### config.mk
export PLATFORM = sky130hd
export DESIGN_NAME = alien_laser_ctrl_flat
export DESIGN_NICKNAME = d
export VERILOG_FILES = /design/src/rtl/alien_laser_ctrl_pkg.sv /design/src/rtl/alien_laser_ctrl_if.sv /design/src/rtl/alien_laser_ctrl_laser_slot.sv /design/src/rtl/alien_laser_ctrl.sv /design/src/flat_wrapper.sv
export SDC_FILE = /design/constraint.sdc
export NUM_CORES = 1
export LEC_CHECK = 0
export BUFFER_PORTS_ARGS = -buffer_cell sky130_fd_sc_hd__clkbuf_2
export CAP_MARGIN = 20
export CORE_MARGIN = 2
export CORE_UTILIZATION = 40
export DETAILED_ROUTE_END_ITERATION = 6
export GPL_ROUTABILITY_DRIVEN = 0
export GPL_TIMING_DRIVEN = 1
export PLACE_DENSITY = 0.76
export REMOVE_ABC_BUFFERS = 1
export SLEW_MARGIN = 10
export SYNTH_ARGS = -nofsm -noshare
export SYNTH_HDL_FRONTEND = slang
export SYNTH_SLANG_ARGS = --single-unit
### constraint.sdc
create_clock -name clk -period 2.7 [get_ports clk]
set_input_delay 0.135 -clock clk [delete_from_list [all_inputs] [get_ports clk]]
set_output_delay 0.135 -clock clk [all_outputs]
set_load 0.005 [all_outputs]
### src/rtl/alien_laser_ctrl_pkg.sv
// Shared constants and slot state encoding for the alien laser controller.
package alien_laser_ctrl_pkg;
  localparam int unsigned NUM_LASERS = 3;
  localparam int unsigned COORD_W    = 10;
  localparam logic [9:0]  LASER_H    = 10'd10;
  localparam logic [9:0]  BOTTOM_Y   = 10'd470;
  localparam logic [9:0]  PARK_X     = 10'd0;
  localparam logic [9:0]  PARK_Y     = 10'd0;
  localparam logic [7:0]  LFSR_SEED  = 8'hA5;

  typedef enum logic {
    SLOT_IDLE = 1'b0,
    SLOT_FLY  = 1'b1
  } slot_state_e;

  // 11-bit sum so a laser near the bottom can never wrap back to the top
  function automatic logic [10:0] step_y(input logic [9:0] y, input logic [9:0] spd);
    return {1'b0, y} + {1'b0, spd};
  endfunction
endpackage

### src/rtl/alien_laser_ctrl_if.sv
// Fire request handshake between the alien formation and the laser controller.
interface alien_laser_ctrl_if;
  logic       fire_req;
  logic [9:0] fire_x;
  logic [9:0] fire_y;
  logic       fire_ack;

  modport master (output fire_req, output fire_x, output fire_y, input fire_ack);
  modport slave  (input fire_req, input fire_x, input fire_y, output fire_ack);
endinterface

### src/rtl/alien_laser_ctrl_laser_slot.sv
// One alien laser slot: IDLE/FLY state, coordinate registers, move and retire.
module laser_slot
  import alien_laser_ctrl_pkg::*;
#(
  parameter logic [9:0] LASER_SPEED = 10'd4
) (
  input  logic       clk,
  input  logic       rst,
  input  logic       i_mode,
  input  logic       i_frame_tick,
  input  logic       i_load,
  input  logic [9:0] i_load_x,
  input  logic [9:0] i_load_y,
  input  logic       i_hit,
  output logic [9:0] o_x,
  output logic [9:0] o_y,
  output logic       o_active
);
  slot_state_e r_state;
  slot_state_e w_next;
  logic [10:0] w_next_y;
  logic        w_retire;
  logic [9:0]  r_x;
  logic [9:0]  r_y;

  always_ff @(posedge clk or posedge rst) begin
    if (rst) r_state <= SLOT_IDLE;
    else     r_state <= w_next;
  end

  // Priority: mode clear > hit > bottom retire > move
  always_comb begin
    w_next   = r_state;
    w_retire = 1'b0;
    w_next_y = step_y(r_y, LASER_SPEED);
    if (!i_mode) begin
      w_next = SLOT_IDLE;
    end else begin
      case (r_state)
        SLOT_IDLE: if (i_load) w_next = SLOT_FLY;
        SLOT_FLY: begin
          if (i_hit)                                          w_retire = 1'b1;
          else if (i_frame_tick && (w_next_y > {1'b0, BOTTOM_Y})) w_retire = 1'b1;
          if (w_retire) w_next = SLOT_IDLE;
        end
        default: w_next = SLOT_IDLE;
      endcase
    end
  end

  always_comb begin
    o_active = (r_state == SLOT_FLY);
    o_x      = r_x;
    o_y      = r_y;
  end

  // Coordinates are parked on retire so the bus stays a pure register output
  always_ff @(posedge clk or posedge rst) begin
    if (rst) begin
      r_x <= PARK_X;
      r_y <= PARK_Y;
    end else if (!i_mode || w_retire) begin
      r_x <= PARK_X;
      r_y <= PARK_Y;
    end else if (r_state == SLOT_IDLE && i_load) begin
      r_x <= i_load_x;
      r_y <= i_load_y;
    end else if (r_state == SLOT_FLY && i_frame_tick) begin
      r_y <= w_next_y[9:0];
    end
  end
endmodule

### src/rtl/alien_laser_ctrl.sv
// Alien laser controller: slot selection, fire cooldown and fire_ack.
// Optional random shot gate enabled by defining ALIEN_LASER_LFSR_EN.
module alien_laser_ctrl
  import alien_laser_ctrl_pkg::*;
#(
  parameter logic [9:0] LASER_SPEED   = 10'd4,
  parameter logic [7:0] FIRE_COOLDOWN = 8'd30
) (
  input  logic                      clk,
  input  logic                      rst,
  input  logic                      mode,
  input  logic                      frame_tick,
  alien_laser_ctrl_if.slave         fire_if,
  input  logic [NUM_LASERS-1:0]     barrierHit,
  input  logic [NUM_LASERS-1:0]     shipHit,
  output logic [10*NUM_LASERS-1:0]  alienLaserXcoord,
  output logic [10*NUM_LASERS-1:0]  alienLaserYcoord,
  output logic [NUM_LASERS-1:0]     laserActive
);
  logic [NUM_LASERS-1:0] w_active;
  logic [NUM_LASERS-1:0] w_sel;
  logic                  w_any_idle;
  logic                  w_gate;
  logic                  w_accept;
  logic [7:0]            r_cooldown;
  logic                  r_fire_ack;

  always_comb begin
    w_sel      = '0;
    w_any_idle = 1'b0;
    for (int unsigned n = 0; n < NUM_LASERS; n++) begin
      if (!w_active[n] && !w_any_idle) begin
        w_sel[n]   = 1'b1;
        w_any_idle = 1'b1;
      end
    end
  end

`ifdef ALIEN_LASER_LFSR_EN
  logic [7:0] r_lfsr;

  always_ff @(posedge clk or posedge rst) begin
    if (rst)             r_lfsr <= LFSR_SEED;
    else if (!mode)      r_lfsr <= LFSR_SEED;
    else if (frame_tick) r_lfsr <= {r_lfsr[6:0], r_lfsr[7] ^ r_lfsr[5] ^ r_lfsr[4] ^ r_lfsr[3]};
  end

  assign w_gate = (r_lfsr[1:0] == 2'b00);
`else
  assign w_gate = 1'b1;
`endif

  assign w_accept = mode && fire_if.fire_req && (r_cooldown == '0) && w_any_idle &&
                    (fire_if.fire_y <= BOTTOM_Y) && !r_fire_ack && w_gate;

  // A load on a tick cycle takes precedence, so that tick does not count down
  always_ff @(posedge clk or posedge rst) begin
    if (rst) begin
      r_cooldown <= '0;
      r_fire_ack <= 1'b0;
    end else begin
      r_fire_ack <= w_accept;
      if (!mode)                              r_cooldown <= '0;
      else if (w_accept)                      r_cooldown <= FIRE_COOLDOWN;
      else if (frame_tick && r_cooldown != '0) r_cooldown <= r_cooldown - 8'd1;
    end
  end

  assign fire_if.fire_ack = r_fire_ack;
  assign laserActive      = w_active;

  for (genvar g = 0; g < NUM_LASERS; g++) begin : g_slot
    laser_slot #(.LASER_SPEED(LASER_SPEED)) u_slot (
      .clk          (clk),
      .rst          (rst),
      .i_mode       (mode),
      .i_frame_tick (frame_tick),
      .i_load       (w_accept && w_sel[g]),
      .i_load_x     (fire_if.fire_x),
      .i_load_y     (fire_if.fire_y),
      .i_hit        (barrierHit[g] || shipHit[g]),
      .o_x          (alienLaserXcoord[10*g +: 10]),
      .o_y          (alienLaserYcoord[10*g +: 10]),
      .o_active     (w_active[g])
    );
  end
endmodule
### src/flat_wrapper.sv
// flat-port wrapper written by rule: the top's interface ports become plain ports
module alien_laser_ctrl_flat import alien_laser_ctrl_pkg::*;
#(
  parameter logic [9:0] LASER_SPEED   = 10'd4,
  parameter logic [7:0] FIRE_COOLDOWN = 8'd30
)
  (clk, rst, mode, frame_tick, barrierHit, shipHit, alienLaserXcoord, alienLaserYcoord, laserActive, fire_if_fire_req, fire_if_fire_x, fire_if_fire_y, fire_if_fire_ack);
  alien_laser_ctrl_if fire_if_i ();
  input  logic clk;
  input  logic rst;
  input  logic mode;
  input  logic frame_tick;
  input  logic [NUM_LASERS-1:0] barrierHit;
  input  logic [NUM_LASERS-1:0] shipHit;
  output logic [10*NUM_LASERS-1:0] alienLaserXcoord;
  output logic [10*NUM_LASERS-1:0] alienLaserYcoord;
  output logic [NUM_LASERS-1:0] laserActive;
  input wire logic [$bits(fire_if_i.fire_req)-1:0] fire_if_fire_req;
  input wire logic [$bits(fire_if_i.fire_x)-1:0] fire_if_fire_x;
  input wire logic [$bits(fire_if_i.fire_y)-1:0] fire_if_fire_y;
  output wire logic [$bits(fire_if_i.fire_ack)-1:0] fire_if_fire_ack;
  assign fire_if_i.fire_req = fire_if_fire_req;
  assign fire_if_i.fire_x = fire_if_fire_x;
  assign fire_if_i.fire_y = fire_if_fire_y;
  assign fire_if_fire_ack = fire_if_i.fire_ack;
  alien_laser_ctrl #(.LASER_SPEED(LASER_SPEED), .FIRE_COOLDOWN(FIRE_COOLDOWN)) u_core (.clk(clk), .rst(rst), .mode(mode), .frame_tick(frame_tick), .fire_if(fire_if_i), .barrierHit(barrierHit), .shipHit(shipHit), .alienLaserXcoord(alienLaserXcoord), .alienLaserYcoord(alienLaserYcoord), .laserActive(laserActive));
endmodule
After elaboration in Yosys (flattened, before gate mapping)
Index checks and enable logic that the tools add are counted.
{"block": "word_totals", "ff_bits": 72, "inputBits": 31, "wordCells": 115}
{"block": "classes", "addsub": 4, "order_cmp": 4, "eq_ne": 1, "n_mux": 53, "bitwise": 3, "reduce_logical": 39}
{"cell": "10-bit 2-to-1 mux", "count": 15}
{"cell": "10-bit by 3-bit adder with 11-bit output, second input constant", "count": 3}
{"cell": "11-bit by 9-bit > comparator with 1-bit output, second input constant", "count": 3}
{"cell": "1-bit 2-to-1 mux", "count": 32}
{"cell": "8-bit 2-to-1 mux", "count": 3}
{"cell": "1-bit logical AND", "count": 20}
{"cell": "10-bit by 9-bit less-or-equal comparator with 1-bit output, second input constant", "count": 1}
{"cell": "3-bit nonzero test", "count": 3}
{"cell": "8-bit zero test", "count": 1}
{"cell": "8-bit nonzero test", "count": 1}
{"cell": "8-bit by 1-bit subtractor with 8-bit output, second input constant", "count": 1}
{"cell": "1-bit logical OR", "count": 6}
{"cell": "1-bit one-hot mux with 2 select lines", "count": 3}
{"cell": "2-bit nonzero test", "count": 3}
{"cell": "1-bit zero test", "count": 5}
{"cell": "3-bit by 1-bit inequality test with 1-bit output, second input constant", "count": 1}
{"cell": "1-bit NOT", "count": 3}

Longest topological paths before layout
Gate-level depths: netlist (run 1).
{"block": "depth", "ltp_word": 13, "ltp_mapped": 11, "mapped_depth_nobuf": 9}

Modules after synthesis
A second synthesis (run 1) with hierarchy kept.
{"block": "unflattened", "hier_cells": 412, "hier_area_um2": 4140.2}
{"mod": "laser_slot", "n_inst": 3, "cells_each": 116, "area_per_inst_um2": 1174.9, "seq_area_each_um2": 525.5}
{"mod": "alien_laser_ctrl", "n_inst": 1, "cells_each": 64, "area_per_inst_um2": 615.6, "seq_area_each_um2": 225.2}

Worst setup path before layout (run 1)
OpenSTA, ideal clock, no wires.
{"block": "synth_path", "kind": "register to register", "startpoint": "register u_core.r_cooldown[0]", "endpoint": "register u_core.g_slot[1].u_slot.r_y[3]", "setup_time_ps": 83, "t_arrival_ps": 2627, "required_ps": 2617, "slack_ps": -9, "path_stages_with_launch": 9, "period_less_slack_ps": 2709, "cell_sequence": "dfrtp_1 inv_1 ha_1 or4b_1 or4_4 nor4b_4 nor2_1 or3_1 o21ai_0"}
{"block": "synth_via", "elab_chain_len": 9}
{"element": "from (decl)", "line_no": "alien_laser_ctrl.sv:25", "source": "logic [7:0] r_cooldown;"}
{"element": "from (signal assigned)", "line_no": "alien_laser_ctrl.sv:65", "source": "else if (frame_tick && r_cooldown != '0) r_cooldown <= r_cooldown - 8'd1;"}
{"element": "8-bit zero test *", "line_no": "alien_laser_ctrl.sv:53", "source": "assign w_accept = mode && fire_if.fire_req && (r_cooldown == '0) && w_any_idle &&"}
{"element": "1-bit logical AND * (3 in series)", "line_no": "alien_laser_ctrl.sv:53"}
{"element": "1-bit logical AND *", "line_no": "alien_laser_ctrl.sv:54", "source": "(fire_if.fire_y <= BOTTOM_Y) && !r_fire_ack && w_gate;"}
{"element": "1-bit logical AND *", "line_no": "alien_laser_ctrl.sv:78", "source": ".i_load (w_accept && w_sel[g]),"}
{"element": "1-bit logical AND *", "line_no": "alien_laser_ctrl_laser_slot.sv:65", "source": "end else if (r_state == SLOT_IDLE && i_load) begin"}
{"element": "10-bit 2-to-1 mux", "line_no": "alien_laser_ctrl_laser_slot.sv:65"}
{"element": "10-bit 2-to-1 mux", "line_no": "alien_laser_ctrl_laser_slot.sv:62", "source": "end else if (!i_mode || w_retire) begin"}
{"element": "to (signal assigned)", "line_no": "alien_laser_ctrl_laser_slot.sv:67", "source": "r_y <= i_load_y;"}
{"element": "to (signal assigned)", "line_no": "alien_laser_ctrl_laser_slot.sv:69", "source": "r_y <= w_next_y[9:0];"}
{"element": "to (decl)", "line_no": "alien_laser_ctrl_laser_slot.sv:24", "source": "logic [9:0] r_y;"}
Mark *: on every way between the ends. The rest lies on a longest branch, timed or not.
A chain may end at the register's enable or synchronous reset.

Final worst setup path (run 1)
{"block": "layout_path", "startpoint": "register u_core.r_cooldown[1]", "endpoint": "register u_core.g_slot[2].u_slot.r_x[1]"}
{"block": "layout_via", "elab_chain_len": 8}
{"element": "8-bit zero test", "line_no": "alien_laser_ctrl.sv:53"}
{"element": "1-bit logical AND (3 in series)", "line_no": "alien_laser_ctrl.sv:53"}
{"element": "1-bit logical AND", "line_no": "alien_laser_ctrl.sv:54"}
{"element": "1-bit logical AND", "line_no": "alien_laser_ctrl.sv:78"}
{"element": "1-bit logical AND", "line_no": "alien_laser_ctrl_laser_slot.sv:65"}
{"element": "2-bit nonzero test (no line)"}
{"element": "to (signal assigned)", "line_no": "alien_laser_ctrl_laser_slot.sv:66", "source": "r_x <= i_load_x;"}
{"element": "to (decl)", "line_no": "alien_laser_ctrl_laser_slot.sv:23", "source": "logic [9:0] r_x;"}
No other way between the ends.

==> results by group, run 1 <==
Synth
  – Synth Area in Compound Gates: 16.24%
  – Syn. warnings: 0
  – Most frequent cells after synthesis: 76 x nand2_1, 72 x dfrtp_1, 38 x a21oi_1, 38 x nor2_1, 19 x clkbuf_1
  – Synthesized flop and latch total: 72
  – Distinct cell type count after synthesis: 54
  – Sequential fraction of the synthesis area: 45.58%
  – Main synth FF type: dfrtp_1
  – Area share of the largest cell type after synthesis: 45.58%
  – Cell area after synthesis: 0.003953 sq mm
  – Syn Inst Count: 441
  – Post-synth ARST share: 100.0%
  – EDFF count, synth: 0
  – Area leader, netlist: dfrtp_1
  – Adder-Cell Fraction of Synth Area: 2.216%
  – Simple-Gate Fraction of Synth Area: 21.81%
  – Multiplexer share of the synthesized area: 4.558%
  – Mapped Avg Cell Area: 8.963 sq um
  – Synth Area in XOR/XNOR: 4.875%
  – Top cells by area, synth: dfrtp_1 46%, nand2_1 7.2%, a21oi_1 4.8%
  – Main combinational cell family by area after synthesis: simple AND/OR/NAND/NOR gates
  – Most frequent cell after synthesis: nand2_1

GRT
  – Initial antenna violation count: 0
  – First-pass GRT wire length: 18570 microns
  – Layer with the highest usage: met2
  – Global-route track usage on met1: 29.83%
  – Vias in the first global route: 3734
  – GR Overflow Total: 0
  – Overall Global Routing Usage: 22.66%
  – Largest net degree at the start of global routing: 43
  – Met3 usage: 7.258%
  – Grt met2 use: 35.53%

Route
  – DRT iter0 DRCs: 232
  – Drt drc: 0
  – Via count: 3914
  – Routed Antenna Nets: 0
  – DR pass1 iterations: 5
  – Vias per Instance: 5.583
  – Wire length per cell: 17.35 microns
  – Drt total wl: 12160 microns

Clock network
  – CTS tree: yes
  – Clock sinks: 72
  – CTS clk-pin slew, worst paths: 0.09 ns
  – Cts bufs inserted: 9
  – Root Driver: clkbuf_8
  – Max clock buf depth: 2
  – Clk_lat worst skew: 0.36 ns
  – CTS H-Tree Depth: 3

Die
  – Starting density of the core: 40.81%
  – Row count: 36
  – Width of the die: 103.4 microns
  – DIE AREA: 0.01069 sq mm
  – Die Y: 103.4 microns
  – Core area: 0.009684 sq mm
  – Top Ports: 95

Pwr
  – Static leakage: 2.395 nW
  – Final Total Pwr: 3.140 mW
  – Pwr/cell area: 604.7 mW/mm^2
  – Max VDD drop: 310.7 uV

Timing
  – Clock skew: 0.01505 ns
  – Fmax: 371.6 MHz
  – Actual slew at the worst max-slew pin: 0.6922 ns
  – Crit path time final: 2.691 ns
  – Worst slew margin: 53.79%
  – RSZ-0062 raised after global routing: yes
  – Max-slew violations: 0
  – Final setup fails: 0
  – Final Hold Viols: 0
  – Fin crit share: 99.67%

Setup path
  – Crit path cell chain: inv_1, ha_4, or4b_4, or4_4, buf_6, nor4b_4, buf_4, buf_8, mux2i_1, nor2_1
  – Slowest CP cell: or4b_4
  – Critical path origin: u_core.r_cooldown[1]
  – Critical Path Sink Type: flop
  – Reg-to-reg setup timing slack: 0.009 ns
  – Worst Path Required: 2.95 ns
  – Largest stage delay, worst path: 0.48 ns
  – Critical path class: reg -> reg
  – WP data arrival: 2.94 ns
  – Worst R2R End: u_core.g_slot[2].u_slot.o_x[1]
  – Worst-path maximum fanout: 10
  – Crit start category: flop
  – FF-to-FF path depth: 10
  – Worst reg2reg startpoint: u_core.r_cooldown[1]
  – Critical Path Sink: u_core.g_slot[2].u_slot.o_x[1]

Place
  – Count of input and output buffers: 94
  – Area after DPL: 0.004750 sq mm
  – Hpwl dp: 8283 microns

Outcome
  – Outcome: completed

Flow run
  – Maxcap violations: 0

Finish
  – Nets@finish: 601
  – Area Overhead vs Synth: 31.40%
  – Final instance area: 0.005194 sq mm
  – # diodes: 0
  – Layout cell share with drive strength beyond 1: 30.11%

Hold path
  – Worst Hold Launch: fire_if_fire_x[9]
  – Worst Hold Class: in -> reg
==> routing by layer <==
layer	vias up	wire length [microns]
li1	1784	-
met5	-	0
met1	1901	4954
met3	27	1292
met4	0	260
met2	202	5652
==> power breakdown <==
part / internal, mW / leakage (nW) / switching (mW)
sequential: 1.18 / 0.992 / 0.137
clock: 0.446 / 0.104 / 0.462
combinational: 0.440 / 1.30 / 0.472
total: 2.07 / 2.39 / 1.07
==> placed cells by master (no fill, tap or decap), drive strengths merged, types with 3 or more instances in the layout <==
master / count
and2: 4
nand2: 76
a31oi: 3
nor3: 6
or4: 4
a22oi: 4
a211oi: 6
mux2i: 18
nor4b: 4
nand3: 14
o31a: 4
inv: 21
a32oi: 3
o21ai: 6
dfrtp: 72
ha: 7
xor2: 15
clkbuf: 104
nand2b: 3
o31ai: 10
a21boi: 4
or3: 6
a21oi: 38
and3: 5
buf: 42
o2bb2ai: 5
nand4: 4
nor2b: 4
nor2: 39
o22ai: 5
xnor2: 7
==> logic make-up after synthesis <==
family / after synthesis
simple gates: 179
compound gates: 98
fa+ha+maj: 7
buf+inv: 45
xor+xnor: 22
mux: 18
flops: 72
==> how the worst min path moves through the flow <==
stage	slack [ns]	end	depth (start not counted)
after global placement	0.25	u_core.g_slot[0].u_slot.o_x[0]	2
after detailed placement	0.26	u_core.g_slot[0].u_slot.o_x[5]	2
after CTS	0.003	u_core.g_slot[0].u_slot.o_x[9]	3
after global routing	0.02	u_core.g_slot[0].u_slot.o_x[7]	3
after floorplan	0.27	u_core.g_slot[0].u_slot.o_x[0]	2
final	0.02	u_core.g_slot[0].u_slot.o_x[9]	3
==> layout make-up <==
type	count	area, sq um
sequential	72	1802
tap	133	166.4
multi-input combinational	324	2047
fill	896	4491
timing repair buffer	138	900.9
inverter	18	67.56
clock buffer	9	123.9
clock inverter	7	86.33
==> registers in the layout, summed over array words and instances, names as in the netlist <==
name	cells
u_core.g_slot.u_slot.o_active	3
u_core.g_slot.u_slot.o_y	30
u_core.g_slot.u_slot.o_x	30
u_core.r_cooldown	8
u_core.fire_if.fire_ack	1
==> through the flow <==
| step | util [%] | instances | hold slack, ns | setup slack, ns | setup TNS (ns) |
|---|---|---|---|---|---|
| global placement | 49.04 | 670 | 0.2507 | -0.04408 | -0.5673 |
| detailed placement | 49.04 | 670 | 0.2619 | -0.1506 | -3.798 |
| finish | 53.63 | 701 | 0.02002 | 0.008974 | 0 |
| global route | 53.63 | 701 | 0.01640 | -0.05724 | -0.4576 |
| CTS | 52.03 | 691 | 0.003161 | 0.02515 | 0 |
| floorplan | - | 414 | 0.2657 | -2.213 | -47.59 |
==> critical path, delay by kind of cell (launching register included) <==
family | cells | cell delay [ns]
simple gates | 4 | 1.24
buf+inv | 4 | 0.61
flops | 1 | 0.38
mux | 1 | 0.23
fa+ha+maj | 1 | 0.13
==> what timing repair did <==
item	CTS	global route
gates resized for setup	11	16
gates cloned	2	1
buffers inserted	2	9
hold endpoints to repair	30	0
hold buffers	1	0
pin swaps	3	7
setup endpoints to repair	58	51
(Power assumes the default switching activity.)
==> run 2, diff against run 1 <==
--- a/config.mk
+++ b/config.mk
@@ -12,7 +12,7 @@
 export DETAILED_ROUTE_END_ITERATION = 6
 export GPL_ROUTABILITY_DRIVEN = 0
 export GPL_TIMING_DRIVEN = 1
-export PLACE_DENSITY = 0.76
+export PLACE_DENSITY = 0.74
 export REMOVE_ABC_BUFFERS = 1
 export SLEW_MARGIN = 10
 export SYNTH_ARGS = -nofsm -noshare
==> constraint.sdc (replaced) <==
create_clock -name clk -period 3.28 [get_ports clk]
set_input_delay 0.164 -clock clk [delete_from_list [all_inputs] [get_ports clk]]
set_output_delay 0.164 -clock clk [all_outputs]
set_load 0.005 [all_outputs]
==> run 2 against run 1 <==
Net effect: fmax shrank 11%; cell area is 8.5% lower; global-route usage down 1.4 points; sequential cell count stayed put; first-iteration DRC count increased by 13%; count of clock-buffer cells in the layout is the same; worst setup slack improved by 0.25 ns; non-clock buffer count down 34; largest power group unchanged.
==> results by group, run 2 (synthesis results as in run 1) <==
Outcome
  – Outcome: completed

Place
  – Place WS: 0.1931 ns (+0.3437 ns)
  – Cell total after placement: 650 (-3.0%)
  – Area after DPL: 0.004549 sq mm (-4.2%)
  – Hpwl dp: 8105 microns (-2.1%)
  – Count of input and output buffers: 94 (unchanged)

Clock network
  – CTS clk-pin slew, worst paths: 0.09 ns (about the same)
  – CTS H-Tree Depth: 3 (unchanged)
  – Max clock buf depth: 2 (unchanged)
  – CTS tree: yes
  – Cts bufs inserted: 9 (unchanged)
  – Post-CTS Setup Inserts: 0 (-2)
  – Clk_lat worst skew: 0.36 ns (about the same)
  – Root Driver: clkbuf_8
  – Clock sinks: 72 (unchanged)

GRT
  – Overall Global Routing Usage: 21.23% (-1.4 points)
  – Largest net degree at the start of global routing: 41 (-4.7%)
  – First-pass GRT wire length: 17680 microns (-4.8%)
  – GR Overflow Total: 0 (unchanged)
  – Vias in the first global route: 3583 (-4.0%)
  – Initial antenna violation count: 0 (unchanged)

Timing
  – Fmax: 331.2 MHz (-11%)
  – Worst slew margin: 44.40% (-9.4 points)
  – Crit path time final: 3.020 ns (+0.3285 ns)
  – Final WS setup: 0.2604 ns (+0.2515 ns)
  – RSZ-0062 raised after global routing: no
  – Fin crit share: 92.06% (-7.6 points)
  – Actual slew at the worst max-slew pin: 0.8340 ns (+0.1419 ns)
  – Clock skew: 0.008024 ns (-0.007030 ns)
  – Final setup fails: 0 (unchanged)
  – Final Hold Viols: 0 (unchanged)
  – Setup_tns: 0 ns (unchanged)
  – Max-slew violations: 0 (unchanged)
  – Smallest hold slack: 0.05430 ns (+0.03428 ns)

Die
  – Row count: 36 (unchanged)
  – Starting density of the core: 40.81% (unchanged)
  – Die Y: 103.4 microns (unchanged)
  – DIE AREA: 0.01069 sq mm (unchanged)
  – Top Ports: 95 (unchanged)
  – Core area: 0.009684 sq mm (unchanged)
  – Width of the die: 103.4 microns (unchanged)

Setup path
  – Critical path class: reg -> reg
  – WP buf/inv: 1 (-3)
  – WP data arrival: 3.21 ns (+0.27 ns)
  – Crit path cell chain: inv_1, ha_1, or4b_1, or4_4, or3_1, nor2_1, a211oi_1
  – Crit start category: flop
  – Largest stage delay, worst path: 0.72 ns (+0.24 ns)
  – CP delay by family, top: simple AND/OR/NAND/NOR gates
  – Critical Path Sink Type: flop
  – Worst-path maximum fanout: 23 (+13)
  – Worst Path Required: 3.47 ns (+0.52 ns)
  – Slowest CP cell: or3_1

Pwr
  – Switch Pwr: 828.6 uW (-23%)
  – Pint: 1.507 mW (-27%)
  – Final Total Pwr: 2.335 mW (-26%)
  – Logic gate share of total power: 24.2% (-4.8 points)
  – Clk pwr share: 28.8% (about the same)
  – Reg power frac: 47.0% (+5.0 points)
  – Static leakage: 2.163 nW (-9.7%)
  – Sw Share: 35.48% (+1.4 points)
  – Pwr/cell area: 491.5 mW/mm^2 (-19%)
  – Max VDD drop: 259.5 uV (-16%)

Route
  – Drt total wl: 10990 microns (-9.6%)
  – Vias per Instance: 5.499 (-1.5%)
  – Routed Antenna Nets: 0 (unchanged)
  – Via count: 3668 (-6.3%)
  – DRT iter0 DRCs: 262 (+13%)
  – DR pass1 iterations: 5 (unchanged)
  – Drt drc: 0 (unchanged)
  – Wire length per cell: 16.48 microns (-5.0%)

Finish
  – Multi-input gate area: 0.001981 sq mm (-3.2%)
  – Area Overhead vs Synth: 20.23%
  – # diodes: 0 (unchanged)
  – Layout cell share with drive strength beyond 1: 23.97% (-6.1 points)
  – Most frequent cells in the layout: 94 x clkbuf_2, 76 x nand2_1, 72 x dfrtp_1, 38 x a21oi_1, 38 x nor2_1
  – Most common cell after layout, fill and taps aside: clkbuf_2
  – Finished Core Util: 49.07% (-4.6 points)
  – Storage element area: 0.001802 sq mm (unchanged)
  – Nets@finish: 567 (-5.7%)
  – Final instance area: 0.004752 sq mm (-8.5%)
  – Final cell count without fillers: 667 (-4.9%)
  – Fillers: 934 (+4.2%)

Hold path
  – Worst Hold Class: in -> reg

Flow run
  – Maxcap violations: 0 (unchanged)
-- run 2: cell count changes in the layout (fill, tap and decap cells not counted), sizes merged --
| cell | before | now |
|---|---|---|
| buf | 42 | 9 |
| bufinv | 1 | 0 |
| clkbuf | 104 | 103 |
| clkinv | 2 | 1 |
| clkinvlp | 1 | 2 |
| inv | 21 | 22 |
-- run 2: layer usage --
layer	vias up	track usage, %	part of all wire (%)
li1	1717	-	-
met1	1761	28.61	43
met2	173	35.19	47
met3	17	5.242	9.0
met4	0	3.947	1.1
met5	-	0	0
-- run 2: area by class of cell --
cell class                 count  area share, %
clock inverter                 7          1.343
inverter                      18          1.422
timing repair buffer         104          11.53
sequential                    72          37.91
tap                          133          3.502
clock buffer                   9          2.607
multi-input combinational    324          41.68
-- run 2: what timing repair did --
action,in CTS,in global routing
setup endpoints to repair,0,1
gates resized for setup,0,1
hold buffers,1,0
hold endpoints to repair,32,0
-- run 2: path summary, 6_finish.rpt --
check                           slack (ns)  cells after the start                        endpoint                      startpoint
worst max-delay path                  0.26                      7  u_core.g_slot[0].u_slot.o_y[6]            u_core.r_cooldown[0]
min in group asynchronous             0.45                      3  u_core.g_slot[2].u_slot.o_x[5]                             rst
worst max register to register        0.26                      7  u_core.g_slot[0].u_slot.o_y[6]            u_core.r_cooldown[0]
max in group asynchronous             1.81                      4  u_core.g_slot[1].u_slot.o_x[3]                             rst
worst min-delay path                  0.05                      3  u_core.g_slot[0].u_slot.o_x[7]               fire_if_fire_x[7]
worst min register to register        0.53                      2  u_core.g_slot[1].u_slot.o_x[7]  u_core.g_slot[1].u_slot.o_x[7]
-- run 2: power groups by stage --
stage	logic (mW)	registers, mW	clock network (mW)
finish	0.565	1.10	0.674
global route	0.636	1.11	0.725
CTS	0.564	1.09	0.689
detailed placement	0.559	1.11	0
global placement	0.543	1.10	0
floorplan	0.375	1.08	0
-- run 2: worst register-to-register path: cells and delay by family, from the launching register on --
kind            cells  cell delay [ns]
simple gates        4             2.12
flops               1             0.38
fa+ha+maj           1             0.18
buf+inv             1             0.10
compound gates      1             0.08
==> run 3, diff against run 2 <==
--- a/config.mk
+++ b/config.mk
@@ -5,6 +5,7 @@
 export SDC_FILE = /design/constraint.sdc
 export NUM_CORES = 1
 export LEC_CHECK = 0
+export ABC_AREA = 1
 export BUFFER_PORTS_ARGS = -buffer_cell sky130_fd_sc_hd__clkbuf_2
 export CAP_MARGIN = 20
 export CORE_MARGIN = 2
@@ -12,7 +13,7 @@
 export DETAILED_ROUTE_END_ITERATION = 6
 export GPL_ROUTABILITY_DRIVEN = 0
 export GPL_TIMING_DRIVEN = 1
-export PLACE_DENSITY = 0.74
+export PLACE_DENSITY = 0.75
 export REMOVE_ABC_BUFFERS = 1
 export SLEW_MARGIN = 10
 export SYNTH_ARGS = -nofsm -noshare
==> constraint.sdc (replaced) <==
create_clock -name clk -period 2.6 [get_ports clk]
set_input_delay 0.13 -clock clk [delete_from_list [all_inputs] [get_ports clk]]
set_output_delay 0.13 -clock clk [all_outputs]
set_load 0.005 [all_outputs]
==> run 3 against run 2 <==
Net effect: non-clock buffer count decreased by 2; critical path type unchanged; sequential power up 25%; first-iteration DRC count is 6.5% lower; critical path depth increased by 4; synthesized cell count grew 33%; combinational power increased by 58%; sequential cell count did not move; routed wire length increased by 0.43%.
==> results by group, run 3 <==
Setup path
  – Worst Path Required: 2.88 ns (-0.59 ns)
  – Worst-path maximum fanout: 16 (-30%)
  – WP buf/inv: 2 (+1)
  – WP data arrival: 2.50 ns (-0.71 ns)
  – Crit start category: flop
  – Largest stage delay, worst path: 0.38 ns (-0.34 ns)
  – Critical Path Sink Type: flop
  – Reg-to-reg setup timing slack: 0.38 ns (+0.12 ns)
  – FF-to-FF path depth: 11 (+4)
  – CP Depth: 11 (+4)
  – Critical path class: reg -> reg
  – Critical path origin: u_core.r_cooldown[0]
  – Crit path cell chain: inv_1, ha_1, nand2_2, nor2_4, nand2_1, a21oi_2, nand2_2, buf_4, o21ai_0, nand2_1, nor2_1
  – Slowest CP cell: dfrtp_1
  – Worst reg2reg startpoint: u_core.r_cooldown[0]
  – Worst R2R End: u_core.g_slot[0].u_slot.o_y[2]
  – Critical Path Sink: u_core.g_slot[0].u_slot.o_y[2]
  – CP delay by family, top: simple AND/OR/NAND/NOR gates

Place
  – Count of input and output buffers: 94 (unchanged)
  – Place WS: 0.4236 ns (+0.2305 ns)
  – Area after DPL: 0.004740 sq mm (+4.2%)
  – Hpwl dp: 8364 microns (+3.2%)

Timing
  – Final WS setup: 0.3765 ns (+0.1161 ns)
  – Worst slew margin: 53.11% (+8.7 points)
  – Fmax: 449.8 MHz (+36%)
  – Actual slew at the worst max-slew pin: 0.7023 ns (-0.1317 ns)
  – Clock skew: 0.006777 ns (-0.001247 ns)
  – Max-slew violations: 0 (unchanged)
  – RSZ-0062 raised after global routing: no
  – Setup_tns: 0 ns (unchanged)
  – Final Hold Viols: 0 (unchanged)
  – Final setup fails: 0 (unchanged)
  – Fin crit share: 85.52% (-6.5 points)
  – Crit path time final: 2.223 ns (-0.7961 ns)

Synth
  – Main synth FF type: dfrtp_1
  – Most frequent cell after synthesis: nand2_1
  – EDFF count, synth: 0 (unchanged)
  – Main combinational cell family by area after synthesis: simple AND/OR/NAND/NOR gates
  – Mapped Avg Cell Area: 7.148 sq um (-20%)
  – Post-synth ARST share: 100.0% (unchanged)
  – Area share of the largest cell type after synthesis: 43.09% (-2.5 points)
  – Adder-Cell Fraction of Synth Area: 2.095% (-0.12 points)
  – Synth Area in Compound Gates: 9.904% (-6.3 points)
  – Syn Inst Count: 585 (+33%)
  – Sequential fraction of the synthesis area: 43.09% (-2.5 points)
  – Distinct cell type count after synthesis: 33 (-39%)
  – Simple-Gate Fraction of Synth Area: 32.11% (+10 points)
  – Multiplexer share of the synthesized area: 0% (-4.6 points)
  – Synthesized flop and latch total: 72 (unchanged)
  – Syn. warnings: 0 (unchanged)
  – Most frequent cells after synthesis: 145 x nand2_1, 114 x nor2_1, 76 x inv_1, 72 x dfrtp_1, 27 x a21oi_1
  – Cell area after synthesis: 0.004182 sq mm (+5.8%)
  – Top cells by area, synth: dfrtp_1 43%, nand2_1 13%, nor2_1 10%
  – Synth Area in XOR/XNOR: 2.095% (-2.8 points)
  – Area leader, netlist: dfrtp_1

Die
  – Core area: 0.01023 sq mm (+5.6%)
  – DIE AREA: 0.01129 sq mm (+5.6%)
  – Top Ports: 95 (unchanged)
  – Width of the die: 106.2 microns (+2.7%)
  – Die Y: 106.2 microns (+2.7%)
  – Starting density of the core: 40.87% (+0.057 points)
  – Row count: 37 (+2.8%)

Route
  – M1 wire length: 4840 microns (+2.5%)
  – DR WL met3: 897 microns (-8.8%)
  – Top Layer Used: met4
  – Via count: 4099 (+12%)
  – DR pass1 iterations: 5 (unchanged)
  – DRT iter0 DRCs: 245 (-6.5%)
  – Wire length per cell: 13.50 microns (-18%)
  – Met2 Routed Length: 5152 microns (-0.25%)
  – Drt drc: 0 (unchanged)
  – Vias per Instance: 5.011 (-8.9%)
  – Drt total wl: 11040 microns (+0.43%)
  – Routed Antenna Nets: 0 (unchanged)

Finish
  – Most common cell after layout, fill and taps aside: nand2_1
  – Layout cell share with drive strength beyond 1: 19.65% (-4.3 points)
  – # diodes: 0 (unchanged)
  – Most frequent cells in the layout: 145 x nand2_1, 114 x nor2_1, 94 x clkbuf_2, 75 x inv_1, 72 x dfrtp_1
  – Final instance area: 0.004981 sq mm (+4.8%)
  – Area Overhead vs Synth: 19.12%
  – Nets@finish: 715 (+26%)

Clock network
  – Clk_lat worst skew: 0.35 ns (about the same)
  – Clock sinks: 72 (unchanged)
  – CTS tree: yes
  – Post-CTS Setup Inserts: 0 (unchanged)
  – Max clock buf depth: 2 (unchanged)
  – CTS H-Tree Depth: 3 (unchanged)
  – Post-CTS Resized: 0 (unchanged)
  – CTS clk-pin slew, worst paths: 0.08 ns (about the same)
  – Hold_buf cts: 1 (unchanged)
  – Cts bufs inserted: 9 (unchanged)
  – Root Driver: clkbuf_8

Pwr
  – Pwr/cell area: 661.9 mW/mm^2 (+35%)
  – Sw Share: 33.94% (-1.5 points)
  – Reg power frac: 41.6% (-5.4 points)
  – Max VDD drop: 480.4 uV (+85%)
  – Clk pwr share: 31.3% (+2.5 points)
  – Switch Pwr: 1.119 mW (+35%)
  – Logic gate share of total power: 27.1% (+2.9 points)
  – Final Total Pwr: 3.297 mW (+41%)
  – Static leakage: 2.692 nW (+24%)
  – Pint: 2.178 mW (+45%)

Hold path
  – Worst Hold Class: in -> reg

Flow run
  – Maxcap violations: 0 (unchanged)

GRT
  – Initial antenna violation count: 0 (unchanged)
  – Overall Global Routing Usage: 19.79% (-1.4 points)
  – GR Overflow Total: 0 (unchanged)
  – Largest net degree at the start of global routing: 42 (+2.4%)
  – First-pass GRT wire length: 17870 microns (+1.1%)
  – Vias in the first global route: 3753 (+4.7%)

Outcome
  – Outcome: completed
-- run 3: how the worst min path moves through the flow --
stage	endpoint	slack (ns)	cells past startpoint	start
floorplan	u_core.r_cooldown[3]	0.25	2	mode
global placement	u_core.g_slot[1].u_slot.o_x[1]	0.27	2	rst
detailed placement	u_core.g_slot[1].u_slot.o_x[1]	0.28	2	rst
CTS	u_core.r_cooldown[3]	0.10	3	mode
global route	u_core.r_cooldown[3]	0.13	3	mode
finish	u_core.g_slot[0].u_slot.o_x[3]	0.12	5	fire_if_fire_x[3]
-- run 3: power by group through the flow --
stage | sequential [mW] | combinational [mW] | clock (mW)
2_1_floorplan | 1.37 | 0.631 | 0
3_3_place_gp | 1.38 | 0.856 | 0
3_5_place_dp | 1.39 | 0.888 | 0
4_1_cts | 1.37 | 0.896 | 1.05
5_1_grt | 1.39 | 1.02 | 1.10
6_report | 1.37 | 0.894 | 1.03
-- run 3: per-layer routing --
layer | vias up | global-route usage [%]
li1 | 2015 | -
met1 | 1921 | 25.74
met2 | 148 | 32.01
met3 | 15 | 5.886
met4 | 0 | 5.639
met5 | - | 0
-- run 3: cells by family after synthesis --
family / after synthesis
flops: 72
buf+inv: 101
xor+xnor: 10
simple gates: 319
fa+ha+maj: 7
compound gates: 76
-- run 3: cell type report --
type                       instances  area [sq um]
timing repair buffer             102         545.5
tap                              136         170.2
inverter                          80         300.3
multi-input combinational        412          1932
sequential                        72          1802
clock buffer                      12         155.1
clock inverter                     4         76.32
fill                             988          5250
-- run 3: stage by stage --
stage          cells  hold WS, ns  utilization (%)
3_5_place_dp     801       0.2752            46.33
2_1_floorplan    564       0.2510                -
6_report         818       0.1152            48.69
5_1_grt          818       0.1273            48.69
4_1_cts          818       0.1030            48.69
3_3_place_gp     801       0.2732            46.33
-- run 3: worst min-delay path, delay by kind of cell --
family / cells / cell delay (ns)
AO/OA/AOI/OAI: 1 / 0.07
AND/OR/NAND/NOR: 1 / 0.04
buffers and inverters: 3 / 0.21
